## config.mk

```make
export PLATFORM = sky130hd
export DESIGN_NAME = if_pll_retune_ctrl
export DESIGN_NICKNAME = d
export VERILOG_FILES = /design/src/rtl/if_pll_retune_ctrl.sv
export SDC_FILE = /design/constraint.sdc
export NUM_CORES = 1
export LEC_CHECK = 0
export ABC_AREA = 1
export CORE_ASPECT_RATIO = 0.7
export CORE_UTILIZATION = 40
export DETAILED_ROUTE_END_ITERATION = 10
export REMOVE_ABC_BUFFERS = 1
export SYNTH_ARGS = -nofsm -noshare
export SYNTH_HDL_FRONTEND = slang
export SYNTH_SLANG_ARGS = --single-unit
export TNS_END_PERCENT = 100
```

## constraint.sdc

```tcl
create_clock -name clk -period 5.7 [get_ports clk]
set_input_delay 1.71 -clock clk [delete_from_list [all_inputs] [get_ports clk]]
set_output_delay 1.71 -clock clk [all_outputs]
set_load 0.02 [all_outputs]
```

## src/rtl/if_pll_retune_ctrl.sv

```systemverilog
// PLL reconfiguration initiator for the IF synthesizer: converts a requested IF word
// into m/n/c0 divider values, runs the strobe/busy/lock handshake and reports lock.
module if_pll_retune_ctrl #(
    parameter int unsigned N_DIV   = 10,
    parameter int unsigned M_MIN   = 128,
    parameter int unsigned M_MAX   = 1023,
    parameter int unsigned C0_MAX  = 32,
    parameter int unsigned BUSY_TO = 64,
    parameter int unsigned LOCK_TO = 4096
) (
    input  logic       clk,
    input  logic       reset,
    input  logic [8:0] if_freq,
    input  logic       freq_strobe,
    output logic [9:0] cfg_m,
    output logic [7:0] cfg_n,
    output logic [7:0] cfg_c0,
    output logic       cfg_strobe,
    output logic       pll_reset,
    input  logic       busy,
    input  logic       pll_lock,
    output logic       locked,
    output logic       error
);

    localparam int unsigned TMAX = (LOCK_TO > BUSY_TO) ? LOCK_TO : BUSY_TO;
    localparam int          TW   = $clog2(TMAX);

    localparam logic [15:0]   M_MIN_W   = 16'(M_MIN);
    localparam logic [15:0]   M_MAX_W   = 16'(M_MAX);
    localparam logic [7:0]    C0_MAX_W  = 8'(C0_MAX);
    localparam logic [7:0]    N_DIV_W   = 8'(N_DIV);
    localparam logic [TW-1:0] BUSY_LAST = TW'(BUSY_TO - 1);
    localparam logic [TW-1:0] LOCK_LAST = TW'(LOCK_TO - 1);

    typedef enum logic [2:0] {
        IDLE,
        CALC,
        START,
        WAIT_BUSY,
        WAIT_DONE,
        WAIT_LOCK,
        ACTIVE,
        FAIL
    } state_t;

    state_t        state_q, state_d;
    logic [8:0]    f_req_q, f_req_d;
    logic [7:0]    c0_q, c0_d;
    logic [8:0]    pend_q, pend_d;
    logic          pend_valid_q, pend_valid_d;
    logic [TW-1:0] timer_q, timer_d;
    logic [9:0]    cfg_m_q, cfg_m_d;
    logic [7:0]    cfg_n_q, cfg_n_d;
    logic [7:0]    cfg_c0_q, cfg_c0_d;
    logic          cfg_strobe_q, cfg_strobe_d;
    logic          pll_reset_q, pll_reset_d;
    logic          locked_q, locked_d;
    logic          error_q, error_d;
    logic [15:0]   prod;

    // Full-width product so out-of-range m is detected without wraparound
    assign prod = 16'(f_req_q) * 16'(c0_q);

    always_comb begin
        state_d      = state_q;
        f_req_d      = f_req_q;
        c0_d         = c0_q;
        pend_d       = pend_q;
        pend_valid_d = pend_valid_q;
        timer_d      = timer_q;
        cfg_m_d      = cfg_m_q;
        cfg_n_d      = cfg_n_q;
        cfg_c0_d     = cfg_c0_q;
        pll_reset_d  = 1'b0;

        case (state_q)
            IDLE, ACTIVE, FAIL: begin
                // A fresh strobe overrides anything still pending
                if (freq_strobe) begin
                    f_req_d      = if_freq;
                    pend_valid_d = 1'b0;
                    c0_d         = 8'd1;
                    state_d      = CALC;
                end else if (pend_valid_q) begin
                    f_req_d      = pend_q;
                    pend_valid_d = 1'b0;
                    c0_d         = 8'd1;
                    state_d      = CALC;
                end
            end
            CALC: begin
                if (f_req_q == 9'd0) begin
                    state_d = FAIL;
                end else if ((prod < M_MIN_W) && (c0_q < C0_MAX_W)) begin
                    c0_d = c0_q << 1;
                end else if ((prod > M_MAX_W) || (prod < M_MIN_W)) begin
                    state_d = FAIL;
                end else begin
                    cfg_m_d  = prod[9:0];
                    cfg_n_d  = N_DIV_W;
                    cfg_c0_d = c0_q;
                    state_d  = START;
                end
            end
            START: begin
                timer_d = '0;
                state_d = WAIT_BUSY;
            end
            WAIT_BUSY: begin
                if (busy) begin
                    state_d = WAIT_DONE;
                end else if (timer_q == BUSY_LAST) begin
                    state_d = FAIL;
                end else begin
                    timer_d = timer_q + TW'(1);
                end
            end
            WAIT_DONE: begin
                if (!busy) begin
                    timer_d = '0;
                    state_d = WAIT_LOCK;
                end
            end
            WAIT_LOCK: begin
                if (pll_lock) begin
                    state_d = ACTIVE;
                end else if (timer_q == LOCK_LAST) begin
                    pll_reset_d = 1'b1;
                    state_d     = FAIL;
                end else begin
                    timer_d = timer_q + TW'(1);
                end
            end
            default: state_d = IDLE;
        endcase

        // Requests arriving mid-retune are parked; the newest one wins
        if ((state_q != IDLE) && (state_q != ACTIVE) && (state_q != FAIL) && freq_strobe) begin
            pend_d       = if_freq;
            pend_valid_d = 1'b1;
        end

        cfg_strobe_d = (state_d == START);
        error_d      = (state_d == FAIL);
        locked_d     = (state_d == ACTIVE) && pll_lock && !busy;
    end

    always_ff @(posedge clk) begin
        if (reset) begin
            state_q      <= IDLE;
            f_req_q      <= '0;
            c0_q         <= '0;
            pend_q       <= '0;
            pend_valid_q <= 1'b0;
            timer_q      <= '0;
            cfg_m_q      <= '0;
            cfg_n_q      <= '0;
            cfg_c0_q     <= '0;
            cfg_strobe_q <= 1'b0;
            pll_reset_q  <= 1'b0;
            locked_q     <= 1'b0;
            error_q      <= 1'b0;
        end else begin
            state_q      <= state_d;
            f_req_q      <= f_req_d;
            c0_q         <= c0_d;
            pend_q       <= pend_d;
            pend_valid_q <= pend_valid_d;
            timer_q      <= timer_d;
            cfg_m_q      <= cfg_m_d;
            cfg_n_q      <= cfg_n_d;
            cfg_c0_q     <= cfg_c0_d;
            cfg_strobe_q <= cfg_strobe_d;
            pll_reset_q  <= pll_reset_d;
            locked_q     <= locked_d;
            error_q      <= error_d;
        end
    end

    assign cfg_m      = cfg_m_q;
    assign cfg_n      = cfg_n_q;
    assign cfg_c0     = cfg_c0_q;
    assign cfg_strobe = cfg_strobe_q;
    assign pll_reset  = pll_reset_q;
    assign locked     = locked_q;
    assign error      = error_q;

endmodule
```

==> metrics.md, run 1 <==
| Metric | Value |
|---|---|
| Cell row count | `35` |
| Ports | `44` |
| PD cells | `roughly 280 mW/mm²` |
| Syn avg cell area | `a little under 7 µm²` |
| Post-DP HPWL | `~9500 µm` |
| Number of synthesized flops with an enable pin | `0` |
| Sink Count | `65` |
| Initial antenna violation count | `0` |
| Vias per cell | `~4.6` |
| First-pass GRT wire length | `about 21000 µm` |
| Pre-CTS WS | `around 0.50 ns` |
| Initial Util | `0.4156` |
| Fin area | `about 0.0063 mm²` |
| Clock group share of total power | `0.303` |
| VDD IR-drop max | `between 0.15 and 0.2 mV` |
| Worst min path class | `reg -> reg` |
| Final hold vios | `0` |
| Flop pwr share | `0.375` |
| Yosys reg bits | `65` |
| Synth Instances | `approximately 800` |
| Ratio of cells with drive above 1 in the final layout | `0.06739` |
| Initial DRC Count | `291` |
| Worst EP arrival | `5.46 ns` |
| Drt wl/cell | `11.98 µm` |
| Drc violations | `0` |
| Yosys Warn Count | `0` |
| Psw | `roughly 740 µW` |
| Gate power share | `0.322` |
| Crit path max fanout | `35` |
| Clk_skew | `between 0.009 and 0.01 ns` |
| Postcts setup bufs | `0` |
| CTS clk-pin slew, worst paths | `~0.070 ns` |
| CTS tree | `done` |
| CTS Root Cell | `clkbuf_16` |
| Run status | `finished clean` |
| Startpoint Class | `flop` |
| Post-route antenna net violation count | `0` |
| Worst Max-Slew Pin Slew | `about 0.80 ns` |
| CTS H-Tree Depth | `3` |
| Area Growth Syn to Fin | `13.61%` |
| Largest net degree at the start of global routing | `36` |
| Switching Fraction | `0.4140` |
| Leading register cell type out of synthesis | `dfxtp_1` |
| Critical path endpoint category | `flop` |
| DP Area | `between 0.006 and 0.007 mm²` |
| Gp weighted congestion | `around 0.84` |
| Vias in the first global route | `approximately 4.3k` |
| Routed WL | `~12000 µm` |
| Max clock buf depth | `2` |
| Met3 usage | `0.03435` |
| Period utilization | `0.9139` |
| Final setup violation count | `0` |
| CTS Buf Count | `9` |
| Die W | `roughly 140 µm` |
| Vias | `approximately 4.7k` |
| Crit path time final | `~5.2 ns` |
| Die H | `~100 µm` |
| P_int | `between 1 and 1.5 mW` |
| Diode count | `0` |
| Drt pass-1 iters | `5` |
| Slew Limit Fails | `0` |
| Setup ws final | `around 0.5 ns` |
| Cell area after synthesis | `between 0.005 and 0.006 mm²` |
| RSZ-0062 raised after global routing | `false` |
| Design Power | `1.783 mW` |
| # port buffers | `37` |
| Core ar. | `0.01331 mm²` |
| Top Usage Layer GRT | `met1` |
| CP required | `between 5 and 6 ns` |
| LEAKAGE | `between 3 and 4 nW` |
| Rel. slew slack | `0.4668` |
| Remaining Overflow, GRT | `0` |
| Post-route setup TNS | `0 ns` |
| GRT Total Usage | `0.1894` |
| Setup CP Type | `reg -> reg` |
| M1 GR Usage | `0.2843` |
| CTS Hold Buffers Added | `0` |
| Worst skew pair latency | `roughly 0.34 ns` |
| Post-cts resize count | `0` |
| Distinct cells, synth | `44` |
| Ys async rst share | `0` |
| Grt met2 use | `0.2707` |
| Max Clk Rate | `between 150 and 200 MHz` |
| Post-layout nets | `between 900 and 1k` |
| Max Cap Viol | `0` |
| Fin Hold WS | `0.4412 ns` |
| Die ar. | `0.01431 mm²` |
| Sequential area share after synthesis | `0.2352` |
==> stage by stage <==
stage                     instances  utilization
after CTS                      1016       0.4722
final                          1016       0.4722
after floorplan                 774            -
after detailed placement       1000       0.4508
after global placement         1000       0.4508
after global routing           1016       0.4722
==> power groups by stage <==
stage / logic, mW / registers [mW] / clock network [mW]
final: 0.574 / 0.669 / 0.541
after global routing: 0.648 / 0.685 / 0.577
after CTS: 0.573 / 0.666 / 0.561
after detailed placement: 0.570 / 0.676 / 0
after global placement: 0.574 / 0.674 / 0
after floorplan: 0.365 / 0.663 / 0
==> sequential cells by signal (all words and copies together), names as in the netlist, 3 cells and up <==
register,flops
c0_q,8
timer_q,12
cfg_c0,8
state_q,3
f_req_q,9
cfg_m,10
pend_q,9
==> path summary, 6_finish.rpt <==
kind,start,endpoint,slack [ns],cells past startpoint
max,c0_q[6],cfg_m[7],0.49,21
min,cfg_m[4],cfg_m[4],0.44,2
max reg2reg,c0_q[6],cfg_m[7],0.49,21
min reg2reg,cfg_m[4],cfg_m[4],0.44,2
==> critical path: stages (launching register included) <==
cell and delay, ns:
dfxtp_1 0.60, nand2_1 0.14, fa_1 0.52, fa_1 0.54
inv_1 0.05, fa_1 0.53, inv_1 0.05, fa_1 0.52
inv_1 0.04, ha_1 0.35, nand2_1 0.14, nor2_2 0.14
nand3_1 0.10, nand2_1 0.08, nand2_1 0.05, nand2_1 0.06
nand4_2 0.13, nor2_4 0.13, and2_4 0.17, nand3_4 0.30
or2_0 0.32, a21oi_1 0.13
==> cells in the mapped netlist (2+ instances only) <==
| master | n | area share |
|---|---|---|
| nor3_2 | 2 | 0.0036 |
| nand4_1 | 8 | 0.0090 |
| xnor2_1 | 2 | 0.0032 |
| buf_4 | 8 | 0.011 |
| inv_2 | 7 | 0.0047 |
| a31oi_1 | 10 | 0.011 |
| nand2_1 | 215 | 0.15 |
| nand3_2 | 4 | 0.0072 |
| nand2_2 | 3 | 0.0034 |
| nor3_1 | 7 | 0.0063 |
| clkbuf_1 | 17 | 0.012 |
| nor2_4 | 3 | 0.0061 |
| inv_1 | 178 | 0.12 |
| nand3_1 | 30 | 0.027 |
| buf_6 | 2 | 0.0041 |
| or2_0 | 2 | 0.0023 |
| nor2_2 | 7 | 0.0079 |
| a21oi_2 | 2 | 0.0032 |
| o21ai_0 | 17 | 0.015 |
| and2_4 | 2 | 0.0032 |
| fa_1 | 41 | 0.15 |
| a211oi_1 | 2 | 0.0027 |
| buf_2 | 4 | 0.0036 |
| o21ai_1 | 15 | 0.014 |
| nor2_1 | 40 | 0.027 |
| a21oi_1 | 51 | 0.046 |
| o21bai_1 | 3 | 0.0041 |
| clkinv_1 | 3 | 0.0020 |
| ha_1 | 36 | 0.081 |
| xor2_1 | 2 | 0.0032 |
| buf_1 | 4 | 0.0027 |
| dfxtp_1 | 65 | 0.24 |
==> layout make-up <==
class	instances	area, µm²
clock inverter	7	58.81
timing repair buffer	41	400.4
inverter	188	705.7
clock buffer	9	225.2
fill	1422	7027
sequential	65	1301
multi-input combinational	521	3363
tap	185	231.5
==> cells by family (layout without fill, tap and decap cells) <==
group	after synthesis	in the layout	synth area share
adders and majority gates	77	77	0.2298
buffers and inverters	223	245	0.1603
DFF	65	65	0.2352
xor gates and xnor gates	4	4	0.006333
other	1	6	0.0006778
and+or+nand+nor	333	333	0.2675
AOI/OAI and AO/OA	101	101	0.1002
==> layout by cell type, fill, tap and decap left out, types with 2 or more instances in the layout <==
cell type and n:
a211oi_1 2, a21oi_1 51, a21oi_2 2, a31oi_1 10, and2_4 2, buf_4 4
clkbuf_16 9, clkdlybuf4s50_1 37, clkinv_1 3, conb_1 6, dfxtp_1 65, fa_1 41
ha_1 36, inv_1 178, inv_2 7, inv_6 3, nand2_1 215, nand2_2 3
nand3_1 30, nand3_2 4, nand4_1 8, nor2_1 40, nor2_2 7, nor2_4 3
nor3_1 7, nor3_2 2, o21ai_0 17, o21ai_1 15, o21bai_1 3, or2_0 2
xnor2_1 2, xor2_1 2
==> routing by layer <==
metal | share of wire | wire length, µm
met1 | 0.53 | 6414
met2 | 0.40 | 4916
met3 | 0.053 | 646
met4 | 0.016 | 194
met5 | 0 | 0
Power figures use the tool's default switching activity.
==> inputs of run 2 (changes only) <==
Settings changed: PLACE_DENSITY from default to 0.67.
==> metrics.md, run 2 (same netlist as run 1, synthesis figures left out) <==
| Metric | Value |
|---|---|
| Run status | `finished clean` |
| Post-cts resize count | `0 (unchanged)` |
| Vias per cell | `4.683 (+2.3%)` |
| FILL cells | `1370 (-3.7%)` |
| CP Cell Sequence | `nand2_1 -> fa_1 -> fa_1 -> inv_1 -> fa_1 -> inv_1 -> fa_1 -> inv_1 -> ha_1 -> nand2_1 -> nor2_2 -> nand3_1 -> nand2_1 -> nand2_1 -> nand2_1 -> nand4_2 -> nor2_4 -> and2_4 -> nand3_4 -> or2_0 -> a21oi_1` |
| Most common cell after layout, fill and taps aside | `nand2_1` |
| CTS clk-pin slew, worst paths | `0.06 ns (about the same)` |
| Vias | `4753 (+2.2%)` |
| Period utilization | `0.9052 (-0.008743)` |
| WP buf/inv | `3 (unchanged)` |
| Critical path's largest stage delay | `0.56 ns (-0.04 ns)` |
| Crit path max fanout | `35 (unchanged)` |
| Worst Max-Slew Pin Slew | `0.7332 ns (-0.06414 ns)` |
| CTS Hold Buffers Added | `0 (unchanged)` |
| PD cells | `288.5 mW/mm² (+1.7%)` |
| Startpoint Class | `flop` |
| Initial Util | `0.4156 (unchanged)` |
| Drt pass-1 iters | `5 (unchanged)` |
| Drt wl/cell | `11.70 µm (-2.4%)` |
| RSZ-0062 raised after global routing | `false` |
| Routed WL | `11870 µm (-2.5%)` |
| Die H | `100.4 µm (unchanged)` |
| Gp weighted congestion | `0.8371 (-0.39%)` |
| Area Growth Syn to Fin | `13.89%` |
| Fin area | `0.006301 mm² (+0.24%)` |
| Critical path endpoint category | `flop` |
| Worst min path class | `reg -> reg` |
| Die ar. | `0.01431 mm² (unchanged)` |
| CTS H-Tree Depth | `3 (unchanged)` |
| First-pass GRT wire length | `20440 µm (-3.9%)` |
| Footprint of the multi-input gates | `0.003363 mm² (unchanged)` |
| Ratio of cells with drive above 1 in the final layout | `0.06627 (-0.001124)` |
| Initial antenna violation count | `0 (unchanged)` |
| VDD IR-drop max | `0.1972 mV (+7.0%)` |
| Setup CP Type | `reg -> reg` |
| Post-route antenna net violation count | `0 (unchanged)` |
| CTS Root Cell | `clkbuf_16` |
| Initial DRC Count | `313 (+7.6%)` |
| Sink Count | `65 (unchanged)` |
| Largest register FFs | `12 (unchanged)` |
| Ports | `44 (unchanged)` |
| Clk_skew | `0.007101 ns (-0.002726 ns)` |
| Crit path time final | `5.160 ns (-0.04983 ns)` |
| Largest net degree at the start of global routing | `36 (unchanged)` |
| Core ar. | `0.01331 mm² (unchanged)` |
| Worst EP arrival | `5.43 ns (-0.03 ns)` |
| Post-route setup TNS | `0 ns (unchanged)` |
| Most frequent cells in the layout | `215 x nand2_1, 178 x inv_1, 65 x dfxtp_1, 51 x a21oi_1, 41 x fa_1` |
| GRT Total Usage | `0.1827 (-0.006705)` |
| Rel. slew slack | `0.5107 (+0.04389)` |
| Most used cell, CP | `nand2_1` |
| Worst skew pair latency | `0.34 ns (about the same)` |
| Post-layout nets | `916 (-0.11%)` |
| CTS Buf Count | `9 (unchanged)` |
| Top delay family on crit path | `adder cells` |
| Max Cap Viol | `0 (unchanged)` |
| Max clock buf depth | `2 (unchanged)` |
| Max Clk Rate | `193.8 MHz (+0.97%)` |
| Post-DP HPWL | `9245 µm (-2.2%)` |
| Drc violations | `0 (unchanged)` |
| CTS tree | `done` |
| Remaining Overflow, GRT | `0 (unchanged)` |
| Final hold vios | `0 (unchanged)` |
| Postcts setup bufs | `0 (unchanged)` |
| LEAKAGE | `3.195 nW (+0.12%)` |
| CP required | `5.97 ns (+0.02 ns)` |
| Reg area | `0.001301 mm² (unchanged)` |
| DP Area | `0.005995 mm² (-0.13%)` |
| Fin Hold WS | `0.4408 ns (-0.0004170 ns)` |
| Final setup violation count | `0 (unchanged)` |
| # port buffers | `37 (unchanged)` |
| Diode count | `0 (unchanged)` |
| Vias in the first global route | `4280 (-0.53%)` |
| Largest register by flop count | `timer_q` |
| Slew Limit Fails | `0 (unchanged)` |
| Die W | `142.6 µm (unchanged)` |
| Crit path max-delay cell type | `dfxtp_1` |
| Cell row count | `35 (unchanged)` |
-- run 2: changes by cell type in the layout (fill, tap and decap cells not counted) --
cell       before  now
buf_4           4    3
clkinv_4        1    0
inv_8           1    0
bufinv_16       0    1
clkinv_2        1    0
inv_6           3    5
-- run 2: layout make-up --
class                      count  share of cell area
multi-input combinational    521              0.5338
sequential                    65              0.2065
inverter                     188              0.1120
timing repair buffer          40             0.06235
tap                          185             0.03674
clock buffer                   9             0.03574
clock inverter                 7             0.01291
-- run 2: worst register-to-register path, stage by stage (launching register included) --
cell and delay, ns:
dfxtp_1 0.56, nand2_1 0.15, fa_1 0.55, fa_1 0.55
inv_1 0.05, fa_1 0.52, inv_1 0.05, fa_1 0.53
inv_1 0.04, ha_1 0.33, nand2_1 0.14, nor2_2 0.14
nand3_1 0.10, nand2_1 0.08, nand2_1 0.05, nand2_1 0.07
nand4_2 0.13, nor2_4 0.14, and2_4 0.17, nand3_4 0.28
or2_0 0.34, a21oi_1 0.12
-- run 2: worst paths after layout --
kind	cells past startpoint	slack, ns	endpoint	from
max	21	0.54	cfg_m[6]	f_req_q[0]
min	2	0.44	cfg_m[1]	cfg_m[1]
max reg2reg	21	0.54	cfg_m[6]	f_req_q[0]
min reg2reg	2	0.44	cfg_m[1]	cfg_m[1]
-- run 2: through the flow --
step / worst slack [ns] / std cells / util / power [mW]
final: 0.5404 / 1015 / 0.4733 / 1.818
after CTS: 0.5237 / 1015 / 0.4733 / 1.825
after floorplan: 1.046 / 774 / - / 1.028
after global placement: 0.6511 / 999 / 0.4503 / 1.234
after detailed placement: 0.5450 / 999 / 0.4503 / 1.237
after global routing: 0.1377 / 1015 / 0.4733 / 1.942
-- run 2: power by group --
group,switching (mW),total (mW),leakage [nW],internal (mW)
Sequential,0.134,0.674,0.528,0.539
Combinational,0.360,0.559,2.52,0.199
Clock,0.238,0.585,0.148,0.346
Total,0.733,1.82,3.20,1.08
-- run 2: layer usage --
metal | global-route usage | wire length [µm]
met1 | 0.2754 | 6235
met2 | 0.2617 | 4809
met3 | 0.04342 | 718
met4 | 0.03722 | 107
met5 | 0 | 0
==> inputs of run 3 (changes only) <==
Settings changed: PLACE_DENSITY 0.67 to 0.64, TNS_END_PERCENT 100 to 20.
==> metrics.md, run 3 (same netlist as run 1, synthesis figures left out) <==
| Metric | Value |
|---|---|
| Crit path time final | `5.191 ns (+0.03174 ns)` |
| RR Endpoint | `cfg_m[7]` |
| Area Growth Syn to Fin | `13.66%` |
| Routed WL | `12060 µm (+1.6%)` |
| CTS Hold Buffers Added | `0 (unchanged)` |
| Hold depth | `2 (unchanged)` |
| Initial Util | `0.4156 (unchanged)` |
| Worst skew pair latency | `0.33 ns (about the same)` |
| Worst EP arrival | `5.44 ns (about the same)` |
| Largest net degree at the start of global routing | `36 (unchanged)` |
| PD cells | `282.4 mW/mm² (-2.1%)` |
| FILL cells | `1368 (-0.15%)` |
| Crit path max fanout | `35 (unchanged)` |
| CTS Root Cell | `clkbuf_16` |
| Slew Limit Fails | `0 (unchanged)` |
| Largest register FFs | `12 (unchanged)` |
| Setup CP Type | `reg -> reg` |
| Period utilization | `0.9108 (+0.005569)` |
| Worst min path class | `reg -> reg` |
| Drt wl/cell | `11.87 µm (+1.5%)` |
| Worst Max-Slew Pin Slew | `0.7106 ns (-0.02261 ns)` |
| Design Power | `1.776 mW (-2.3%)` |
| Die W | `142.6 µm (unchanged)` |
| DP Area | `0.006002 mm² (+0.13%)` |
| Diode count | `0 (unchanged)` |
| Drc violations | `0 (unchanged)` |
| Rel. slew slack | `0.5258 (+0.01509)` |
| Ports | `44 (unchanged)` |
| Die ar. | `0.01431 mm² (unchanged)` |
| Max clock buf depth | `2 (unchanged)` |
| Vias per cell | `4.621 (-1.3%)` |
| Max Clk Rate | `192.6 MHz (-0.61%)` |
| Remaining Overflow, GRT | `0 (unchanged)` |
| Vias in the first global route | `4296 (+0.37%)` |
| Post-route setup TNS | `0 ns (unchanged)` |
| Core ar. | `0.01331 mm² (unchanged)` |
| Fin area | `0.006289 mm² (-0.20%)` |
| CTS Buf Count | `9 (unchanged)` |
| Final setup violation count | `0 (unchanged)` |
| Cell row count | `35 (unchanged)` |
| Critical path origin | `c0_q[6]` |
| Largest register by flop count | `timer_q` |
| CTS H-Tree Depth | `3 (unchanged)` |
| Vias | `4695 (-1.2%)` |
| Run status | `finished clean` |
| CP endpoint | `cfg_m[7]` |
| Most common cell after layout, fill and taps aside | `nand2_1` |
| Gp weighted congestion | `0.8838 (+5.6%)` |
| Most frequent cells in the layout | `215 x nand2_1, 178 x inv_1, 65 x dfxtp_1, 51 x a21oi_1, 41 x fa_1` |
| Reg-to-Reg Start | `c0_q[6]` |
| Ratio of cells with drive above 1 in the final layout | `0.06739 (+0.001124)` |
| VDD IR-drop max | `0.2482 mV (+26%)` |
| Crit path max-delay cell type | `dfxtp_1` |
| Initial DRC Count | `377 (+20%)` |
| First-pass GRT wire length | `20620 µm (+0.92%)` |
| Clk_skew | `0.007071 ns (-0.00003050 ns)` |
| Post-DP HPWL | `9355 µm (+1.2%)` |
| Sink Count | `65 (unchanged)` |
| R2R depth | `21 (unchanged)` |
| Drt pass-1 iters | `5 (unchanged)` |
| # port buffers | `37 (unchanged)` |
| CP Cell Sequence | `nand2_1 -> fa_1 -> fa_1 -> inv_1 -> fa_1 -> inv_1 -> fa_1 -> inv_1 -> ha_1 -> nand2_1 -> nor2_2 -> nand3_1 -> nand2_1 -> nand2_1 -> nand2_1 -> nand4_2 -> nor2_4 -> and2_4 -> nand3_4 -> or2_0 -> a21oi_1` |
| Post-layout nets | `917 (+0.11%)` |
| Startpoint Class | `flop` |
| RSZ-0062 raised after global routing | `false` |
| CP required | `5.95 ns (-0.02 ns)` |
| CTS clk-pin slew, worst paths | `0.06 ns (about the same)` |
| Post-cts resize count | `0 (unchanged)` |
| Max Cap Viol | `0 (unchanged)` |
| GRT Total Usage | `0.1834 (+0.0006914)` |
| CTS tree | `done` |
| Postcts setup bufs | `0 (unchanged)` |
| Reg2reg setup slack | `0.51 ns (-0.03 ns)` |
| Initial antenna violation count | `0 (unchanged)` |
| Die H | `100.4 µm (unchanged)` |
| Critical path's largest stage delay | `0.60 ns (+0.04 ns)` |
| LEAKAGE | `3.193 nW (about the same)` |
| Post-route antenna net violation count | `0 (unchanged)` |
| Final hold vios | `0 (unchanged)` |
| Critical path endpoint category | `flop` |
| Most used cell, CP | `nand2_1` |
-- run 3: changes by cell type in the layout (fill, tap and decap cells not counted), sizes merged --
cell | previous run | this run
clkinv | 3 | 5
inv | 190 | 188
buf | 3 | 4
bufinv | 1 | 0
clkbuf | 9 | 10
-- run 3: through the flow --
stage,hold slack [ns],util,setup WS [ns],cells
6_report,0.4436,0.4724,0.5086,1016
5_1_grt,0.4604,0.4724,0.1416,1016
2_1_floorplan,0.4349,-,1.046,774
4_1_cts,0.4483,0.4724,0.5064,1016
3_5_place_dp,0.4392,0.4508,0.5080,1000
3_3_place_gp,0.4354,0.4508,0.5933,1000
-- run 3: worst min path at each step --
| stage | start | to | slack (ns) |
|---|---|---|---|
| 3_3_place_gp | cfg_m[3] | cfg_m[3] | 0.44 |
| 3_5_place_dp | cfg_m[8] | cfg_m[8] | 0.44 |
| 4_1_cts | cfg_m[8] | cfg_m[8] | 0.45 |
| 2_1_floorplan | pend_q[0] | pend_q[0] | 0.43 |
| 5_1_grt | cfg_m[3] | cfg_m[3] | 0.46 |
| 6_report | cfg_m[8] | cfg_m[8] | 0.44 |
-- run 3: final cells by class --
type / count / area, µm² / area share
multi-input cells: 521 / 3363 / 0.5348
flip-flops and latches: 65 / 1301 / 0.2069
well taps: 185 / 231.5 / 0.03681
clock buffers: 10 / 239.0 / 0.03800
clock inverters: 6 / 47.55 / 0.007561
repair buffers: 41 / 400.4 / 0.06367
inverters: 188 / 705.7 / 0.1122
-- run 3: routing by layer --
layer | up-vias | track usage | part of all wire
li1 | 2473 | - | -
met1 | 2100 | 0.2788 | 0.54
met2 | 116 | 0.2624 | 0.40
met3 | 6 | 0.03674 | 0.052
met4 | 0 | 0.04301 | 0.0066
met5 | - | 0 | 0
-- run 3: critical path, delay by kind of cell, from the launching register on --
family                   cells  cell delay, ns
AO/OA/AOI/OAI                1            0.11
AND/OR/NAND/NOR             12            1.76
buffers and inverters        3            0.15
adder cells (fa/ha/maj)      5            2.45
flip-flops                   1            0.60
-- run 3: power breakdown --
part           total, mW  leakage [nW]  switching, mW  internal, mW
Combinational      0.568          2.52          0.365         0.203
Sequential         0.675         0.528          0.135         0.539
Clock              0.533         0.140          0.223         0.311
Total               1.78          3.19          0.723          1.05
